### src/rtl/monitor_host.sv
// monitor_host: hardware initiator for the serial monitor protocol.
//
// Builds LOAD (01), DUMP (02) and EXEC (03) frames and sends them one byte at
// a time through a UART transmitter. Every transmitted byte must come back as
// an echo before the next one is sent. DUMP frames then collect `len` bytes
// from the monitor and hand them to the client.
//
// Ports:
//   CLK, reset_n          clock, asynchronous active-low reset
//   cmd_valid/cmd_ready   command handshake; cmd_op, cmd_addr, cmd_len are
//                         sampled on the accepting edge
//   wr_data/wr_valid      LOAD payload from the client; wr_ready pulses once
//                         per consumed byte
//   rd_data/rd_valid      DUMP bytes to the client, one-cycle pulse each
//   tx_byte/tx_start      byte and strobe to the UART transmitter
//   tx_busy               UART transmitter busy
//   rx_byte/rx_strobe     byte and strobe from the UART receiver
//   busy                  high whenever the FSM is not idle
//   done                  one-cycle pulse on successful completion
//   error                 sticky error flag; cleared by the next accepted command
//   dbg_state             current FSM state
//
// Handshake semantics: a command transfers on a rising edge where cmd_valid
// and cmd_ready are both high; cmd_ready depends only on state, never on
// cmd_valid. A payload byte transfers on an edge where the FSM waits for
// payload and wr_valid is high; wr_ready reports that transfer one cycle later.
module monitor_host #(
    parameter logic [15:0] TIMEOUT = 16'hFFFF
) (
    input  logic        CLK,
    input  logic        reset_n,
    input  logic        cmd_valid,
    output logic        cmd_ready,
    input  logic [1:0]  cmd_op,
    input  logic [15:0] cmd_addr,
    input  logic [15:0] cmd_len,
    input  logic [7:0]  wr_data,
    input  logic        wr_valid,
    output logic        wr_ready,
    output logic [7:0]  rd_data,
    output logic        rd_valid,
    output logic [7:0]  tx_byte,
    output logic        tx_start,
    input  logic        tx_busy,
    input  logic [7:0]  rx_byte,
    input  logic        rx_strobe,
    output logic        busy,
    output logic        done,
    output logic        error,
    output logic [2:0]  dbg_state
);

    typedef enum logic [2:0] {
        IDLE     = 3'd0,
        HDR_TX   = 3'd1,
        HDR_ECHO = 3'd2,
        PAY_GET  = 3'd3,
        PAY_TX   = 3'd4,
        PAY_ECHO = 3'd5,
        DUMP_RX  = 3'd6,
        FINISH   = 3'd7
    } state_t;

    localparam logic [1:0] OP_LOAD = 2'd1;
    localparam logic [1:0] OP_DUMP = 2'd2;

    state_t      state_q, state_n;
    logic [1:0]  op_q, op_n;
    logic [15:0] addr_q, addr_n;
    logic [15:0] len_q, len_n;
    logic [2:0]  idx_q, idx_n;
    logic [15:0] remain_q, remain_n;
    logic [15:0] timer_q, timer_n;
    logic [7:0]  pay_q, pay_n;

    logic [7:0]  tx_byte_n, rd_data_n;
    logic        tx_start_n, wr_ready_n, rd_valid_n, done_n, error_n;
    logic [7:0]  hdr_byte;
    logic        can_tx;

    assign cmd_ready = (state_q == IDLE);
    assign busy      = (state_q != IDLE);
    assign dbg_state = state_q;

    // The UART raises tx_busy one cycle after it sees tx_start, so tx_busy
    // is not trusted during the cycle in which our own strobe is high.
    assign can_tx = !tx_busy && !tx_start;

    always_comb begin
        hdr_byte = 8'h00;
        case (idx_q)
            3'd0:    hdr_byte = {6'b0, op_q};
            3'd1:    hdr_byte = 8'h00;
            3'd2:    hdr_byte = addr_q[15:8];
            3'd3:    hdr_byte = addr_q[7:0];
            3'd4:    hdr_byte = len_q[15:8];
            3'd5:    hdr_byte = len_q[7:0];
            default: hdr_byte = 8'h00;
        endcase
    end

    always_comb begin
        state_n    = state_q;
        op_n       = op_q;
        addr_n     = addr_q;
        len_n      = len_q;
        idx_n      = idx_q;
        remain_n   = remain_q;
        timer_n    = timer_q;
        pay_n      = pay_q;
        tx_byte_n  = tx_byte;
        tx_start_n = 1'b0;
        wr_ready_n = 1'b0;
        rd_data_n  = rd_data;
        rd_valid_n = 1'b0;
        done_n     = 1'b0;
        error_n    = error;

        case (state_q)
            IDLE: begin
                if (cmd_valid) begin
                    if (cmd_op == 2'd0) begin
                        error_n = 1'b1;
                    end else begin
                        op_n    = cmd_op;
                        addr_n  = cmd_addr;
                        len_n   = cmd_len;
                        idx_n   = 3'd0;
                        error_n = 1'b0;
                        state_n = HDR_TX;
                    end
                end
            end

            HDR_TX: begin
                if (can_tx) begin
                    tx_byte_n  = hdr_byte;
                    tx_start_n = 1'b1;
                    timer_n    = TIMEOUT;
                    state_n    = HDR_ECHO;
                end
            end

            HDR_ECHO: begin
                // A strobe takes priority over an expiring timer.
                if (rx_strobe) begin
                    if (rx_byte != hdr_byte) begin
                        error_n = 1'b1;
                        state_n = IDLE;
                    end else begin
                        idx_n = idx_q + 3'd1;
                        if (idx_q != 3'd5) begin
                            state_n = HDR_TX;
                        end else begin
                            remain_n = len_q;
                            if (op_q == OP_LOAD && len_q != 16'd0) begin
                                state_n = PAY_GET;
                            end else if (op_q == OP_DUMP && len_q != 16'd0) begin
                                timer_n = TIMEOUT;
                                state_n = DUMP_RX;
                            end else begin
                                done_n  = 1'b1;
                                state_n = FINISH;
                            end
                        end
                    end
                end else if (timer_q == 16'd0) begin
                    error_n = 1'b1;
                    state_n = IDLE;
                end else begin
                    timer_n = timer_q - 16'd1;
                end
            end

            PAY_GET: begin
                if (wr_valid) begin
                    pay_n      = wr_data;
                    wr_ready_n = 1'b1;
                    state_n    = PAY_TX;
                end
            end

            PAY_TX: begin
                if (can_tx) begin
                    tx_byte_n  = pay_q;
                    tx_start_n = 1'b1;
                    timer_n    = TIMEOUT;
                    state_n    = PAY_ECHO;
                end
            end

            PAY_ECHO: begin
                if (rx_strobe) begin
                    if (rx_byte != pay_q) begin
                        error_n = 1'b1;
                        state_n = IDLE;
                    end else begin
                        remain_n = remain_q - 16'd1;
                        if (remain_q == 16'd1) begin
                            done_n  = 1'b1;
                            state_n = FINISH;
                        end else begin
                            state_n = PAY_GET;
                        end
                    end
                end else if (timer_q == 16'd0) begin
                    error_n = 1'b1;
                    state_n = IDLE;
                end else begin
                    timer_n = timer_q - 16'd1;
                end
            end

            DUMP_RX: begin
                if (rx_strobe) begin
                    rd_data_n  = rx_byte;
                    rd_valid_n = 1'b1;
                    remain_n   = remain_q - 16'd1;
                    timer_n    = TIMEOUT;
                    if (remain_q == 16'd1) begin
                        done_n  = 1'b1;
                        state_n = FINISH;
                    end
                end else if (timer_q == 16'd0) begin
                    error_n = 1'b1;
                    state_n = IDLE;
                end else begin
                    timer_n = timer_q - 16'd1;
                end
            end

            // done was registered on entry, so it is high during this cycle.
            FINISH: begin
                state_n = IDLE;
            end

            default: begin
                state_n = IDLE;
            end
        endcase
    end

    always_ff @(posedge CLK or negedge reset_n) begin
        if (!reset_n) begin
            state_q  <= IDLE;
            op_q     <= 2'd0;
            addr_q   <= 16'd0;
            len_q    <= 16'd0;
            idx_q    <= 3'd0;
            remain_q <= 16'd0;
            timer_q  <= 16'd0;
            pay_q    <= 8'd0;
            tx_byte  <= 8'd0;
            tx_start <= 1'b0;
            wr_ready <= 1'b0;
            rd_data  <= 8'd0;
            rd_valid <= 1'b0;
            done     <= 1'b0;
            error    <= 1'b0;
        end else begin
            state_q  <= state_n;
            op_q     <= op_n;
            addr_q   <= addr_n;
            len_q    <= len_n;
            idx_q    <= idx_n;
            remain_q <= remain_n;
            timer_q  <= timer_n;
            pay_q    <= pay_n;
            tx_byte  <= tx_byte_n;
            tx_start <= tx_start_n;
            wr_ready <= wr_ready_n;
            rd_data  <= rd_data_n;
            rd_valid <= rd_valid_n;
            done     <= done_n;
            error    <= error_n;
        end
    end

endmodule

### config.mk
export PLATFORM = sky130hd
export DESIGN_NAME = monitor_host
export DESIGN_NICKNAME = d
export VERILOG_FILES = /design/src/rtl/monitor_host.sv
export SDC_FILE = /design/constraint.sdc
export NUM_CORES = 1
export LEC_CHECK = 0
export BUFFER_PORTS_ARGS = -buffer_cell sky130_fd_sc_hd__buf_2
export CORE_MARGIN = 5
export CORE_UTILIZATION = 35
export CTS_BUF_LIST = sky130_fd_sc_hd__clkbuf_8
export DETAILED_ROUTE_END_ITERATION = 8
export HOLD_SLACK_MARGIN = 0.1
export SETUP_SLACK_MARGIN = 0.05
export SLEW_MARGIN = 20
export SYNTH_ARGS = -nofsm -noshare
export SYNTH_HDL_FRONTEND = slang
export SYNTH_SLANG_ARGS = --single-unit
### constraint.sdc
create_clock -name CLK -period 7.9 [get_ports CLK]
set_input_delay 1.58 -clock CLK [delete_from_list [all_inputs] [get_ports CLK]]
set_output_delay 1.58 -clock CLK [all_outputs]
set_load 0.01 [all_outputs]
==> results.md <==
- Worst Setup Start Kind: flop
- Sequence of cells on the critical path: nor3_1, inv_1, buf_2
- Hold Buf Count CTS: 0
- Wirelength per Cell: 17.97 µm
- DR vias: 4826
- Layout area overhead: 13.53%
- GRT overflow: 0
- Crit path capture type: output pin
- Ys async rst share: 100.0%
- Die height: 137.1 µm
- Slowest CP cell: nor3_1
- CTS resizes: 0
- Wire length of the first global-routing pass: 25440 µm
- Worst Path Required: 6.32 ns
- Post-Syn Instances: 590
- CTS tree: yes
- Vias per std cell: 5.509
- CTS Buf Count: 9
- Synth cell types: 61
- Clock Latency Late Sink: 0.40 ns
- # IOs: 82
- Endpoints failing hold: 0
- Hpwl dp: 11630 µm
- Pre-Repair DR Iteration Count: 5
- FF-to-FF End: timer_q[1]
- Tcrit/Tclk final: 47.30%
- Die Area: 0.01881 mm²
- H-tree depth: 3
- Highest clock rate: 267.6 MHz
- Most frequent cells in the layout: 101 x dfrtp_1, 80 x buf_2, 58 x nand2_1
- Post-synth EDFFs: 0
- Hold Path Sink: timer_q[11]
- XOR/XNOR Fraction of Synth Area: 2.322%
- # fillers: 1652
- Share of post-route cells with drive strength above 1: 24.70%
- Largest net degree at the start of global routing: 54
- Number of global-route vias before repair: 4834
- Nets: 719
- Critical setup path kind: flop to output pin
- Fin worst setup slack: 4.163 ns
- # DRC: 0
- Worst-path fanout max: 21
- Reg2reg start: idx_q[2]
- Seq/Total Area, Yosys: 44.67%
- Wire length on met1: 7019 µm
- Mux contribution to synthesized area: 10.11%
- FP Rows: 46
- Gr usage total: 17.31%
- Post-Place Setup Slack: 3.831 ns
- Crit path largest cell delay: 0.70 ns
- Root Buffer: clkbuf_8
- Status: finished clean
- FF+latch area: 0.002527 mm²
- Worst Hold Class: flop to flop
- Total power: 0.002184 W
- RSZ-0062 raised after global routing: no
- Clock Skew: 0.01869 ns
- Post CTS Setup Buffer Count: 0
- Crit path DAT: 2.16 ns
- Largest family of logic cells by synthesized area: compound AO/OA/AOI/OAI gates
- Hold depth: 1
- RD Place Congestion: 0.8619
- WL met3: 689 µm
- Compound-Gate Fraction of Synth Area: 19.22%
- Max-capacitance violation count: 0
- VDD IR max: 117.5 µV
- Fin crit period: 3.737 ns
- Synth warn: 0
- Chip width: 137.1 µm
- Max-slew headroom: 29.86%
- Leakage: 2.733 nW
- Fin Setup TNS: 0 ns
- Ant diodes: 0
- DR top layer: met4
- Post-synth net total: 654
- Setup violators final: 0
- Post-Synth Simple-Gate Area: 17.49%
- Worst-case clock buffer depth: 2
- DR iter-0 viols: 365
- Met2 routed WL: 7642 µm
- Yosys reg bits: 101
- Fin. max-slew vios: 0
- Area share of fa/ha/maj cells after synthesis: 1.769%
- Core area: 0.01589 mm²
- CP Launch Point: dbg_state[1]
- Top FF cell, synth: dfrtp_1
- Multi-input gate area: 0.002904 mm²
- Initial antenna violation count: 0
- Pwr per Cell Area: 340.0 mW/mm²
- Commonest non-fill, non-tap cell in the layout: dfrtp_1
- Worst R2R Setup Slack: 4.16 ns
- Clock edge transition at the registers on the reported setup and hold paths: 0.10 ns
- Initial core utilization: 35.62%
- Port bufs: 81
- Tightest Pin Transition: 1.050 ns
- Routed WL: 15740 µm
- Hold_sp: timer_q[11]
- Clk sink count: 101
- Routed Antenna Nets: 0
- Syn avg cell area: 9.590 µm²
- Synthesized cell area: 0.005658 mm²
- Worst Reg-to-Reg Cells: 8
report_power, final:
group	internal, W	total [W]	switching (W)
clock	0.000119	0.000322	0.000203
sequential	0.000733	0.000970	0.000237
combinational	0.000404	0.000892	0.000488
through the flow:
step                      instances  util (%)  hold WS [ns]  instance area, µm²
after global placement          860     39.23        0.4820                6232
after CTS                       876     40.36        0.5055                6411
after detailed placement        860     39.23        0.4882                6232
after floorplan                 590         -        0.4506                5658
after global routing            876     40.44        0.5344                6424
final                           876     40.44        0.5083                6424
state kept, by name (all words and copies together) (netlist names):
| signal | cells |
|---|---|
| op_q | 2 |
| rd_data | 8 |
| pay_q | 8 |
| addr_q | 16 |
| tx_byte | 8 |
| remain_q | 16 |
| tx_start | 1 |
| error | 1 |
| idx_q | 3 |
| done | 1 |
| wr_ready | 1 |
| timer_q | 16 |
| len_q | 16 |
| rd_valid | 1 |
| dbg_state | 3 |
critical path, delay by kind of cell, from the launching register on:
kind / cells / cell delay (ns)
simple gates: 1 / 0.70
buf+inv: 2 / 0.42
flops: 1 / 0.65
layer usage:
metal / global-route usage [%] / vias to the layer above
met3: 3.235 / 24
met5: 0 / -
li1: - / 2301
met4: 7.317 / 0
met2: 27.93 / 132
met1: 22.78 / 2369
worst max path at each step:
| stage | end | slack (ns) | cells after the start |
|---|---|---|---|
| CTS | timer_q[1] | 4.17 | 8 |
| detailed placement | remain_q[13] | 3.83 | 8 |
| floorplan | idx_q[0] | 4.57 | 5 |
| finish | busy | 4.16 | 3 |
| global placement | dbg_state[2] | 3.85 | 8 |
| global route | timer_q[0] | 3.95 | 8 |
cells by family (layout without fill, tap and decap cells):
group | count (synthesis) | after routing
flops | 101 | 101
simple gates | 187 | 187
buf+inv | 59 | 129
mux | 51 | 51
compound gates | 169 | 169
xor+xnor | 15 | 15
fa+ha+maj | 8 | 8
synth_stat cells, types with 8 or more instances:
cell type,number,area (µm²)
dfrtp_1,101,2527
nand2_1,58,217.7
a21oi_1,49,245.2
mux2_2,47,529.3
o21ai_0,37,185.2
nor2_1,36,135.1
inv_1,27,101.4
clkbuf_1,22,82.58
nor4_1,19,118.9
nor3_1,13,65.06
o22ai_1,13,81.33
a22o_1,11,96.34
a31oi_1,11,68.82
nand3_1,9,45.04
ha_1,8,100.1
xor2_1,8,70.07
cell type report:
cell class	count	share of cell area [%]
clock buffers	9	1.928
multi-input cells	430	45.21
well taps	216	4.207
flip-flops and latches	101	39.35
inverters	28	1.636
repair buffers	85	6.817
clock inverters	7	0.8570
Power figures use the tool's default switching activity.
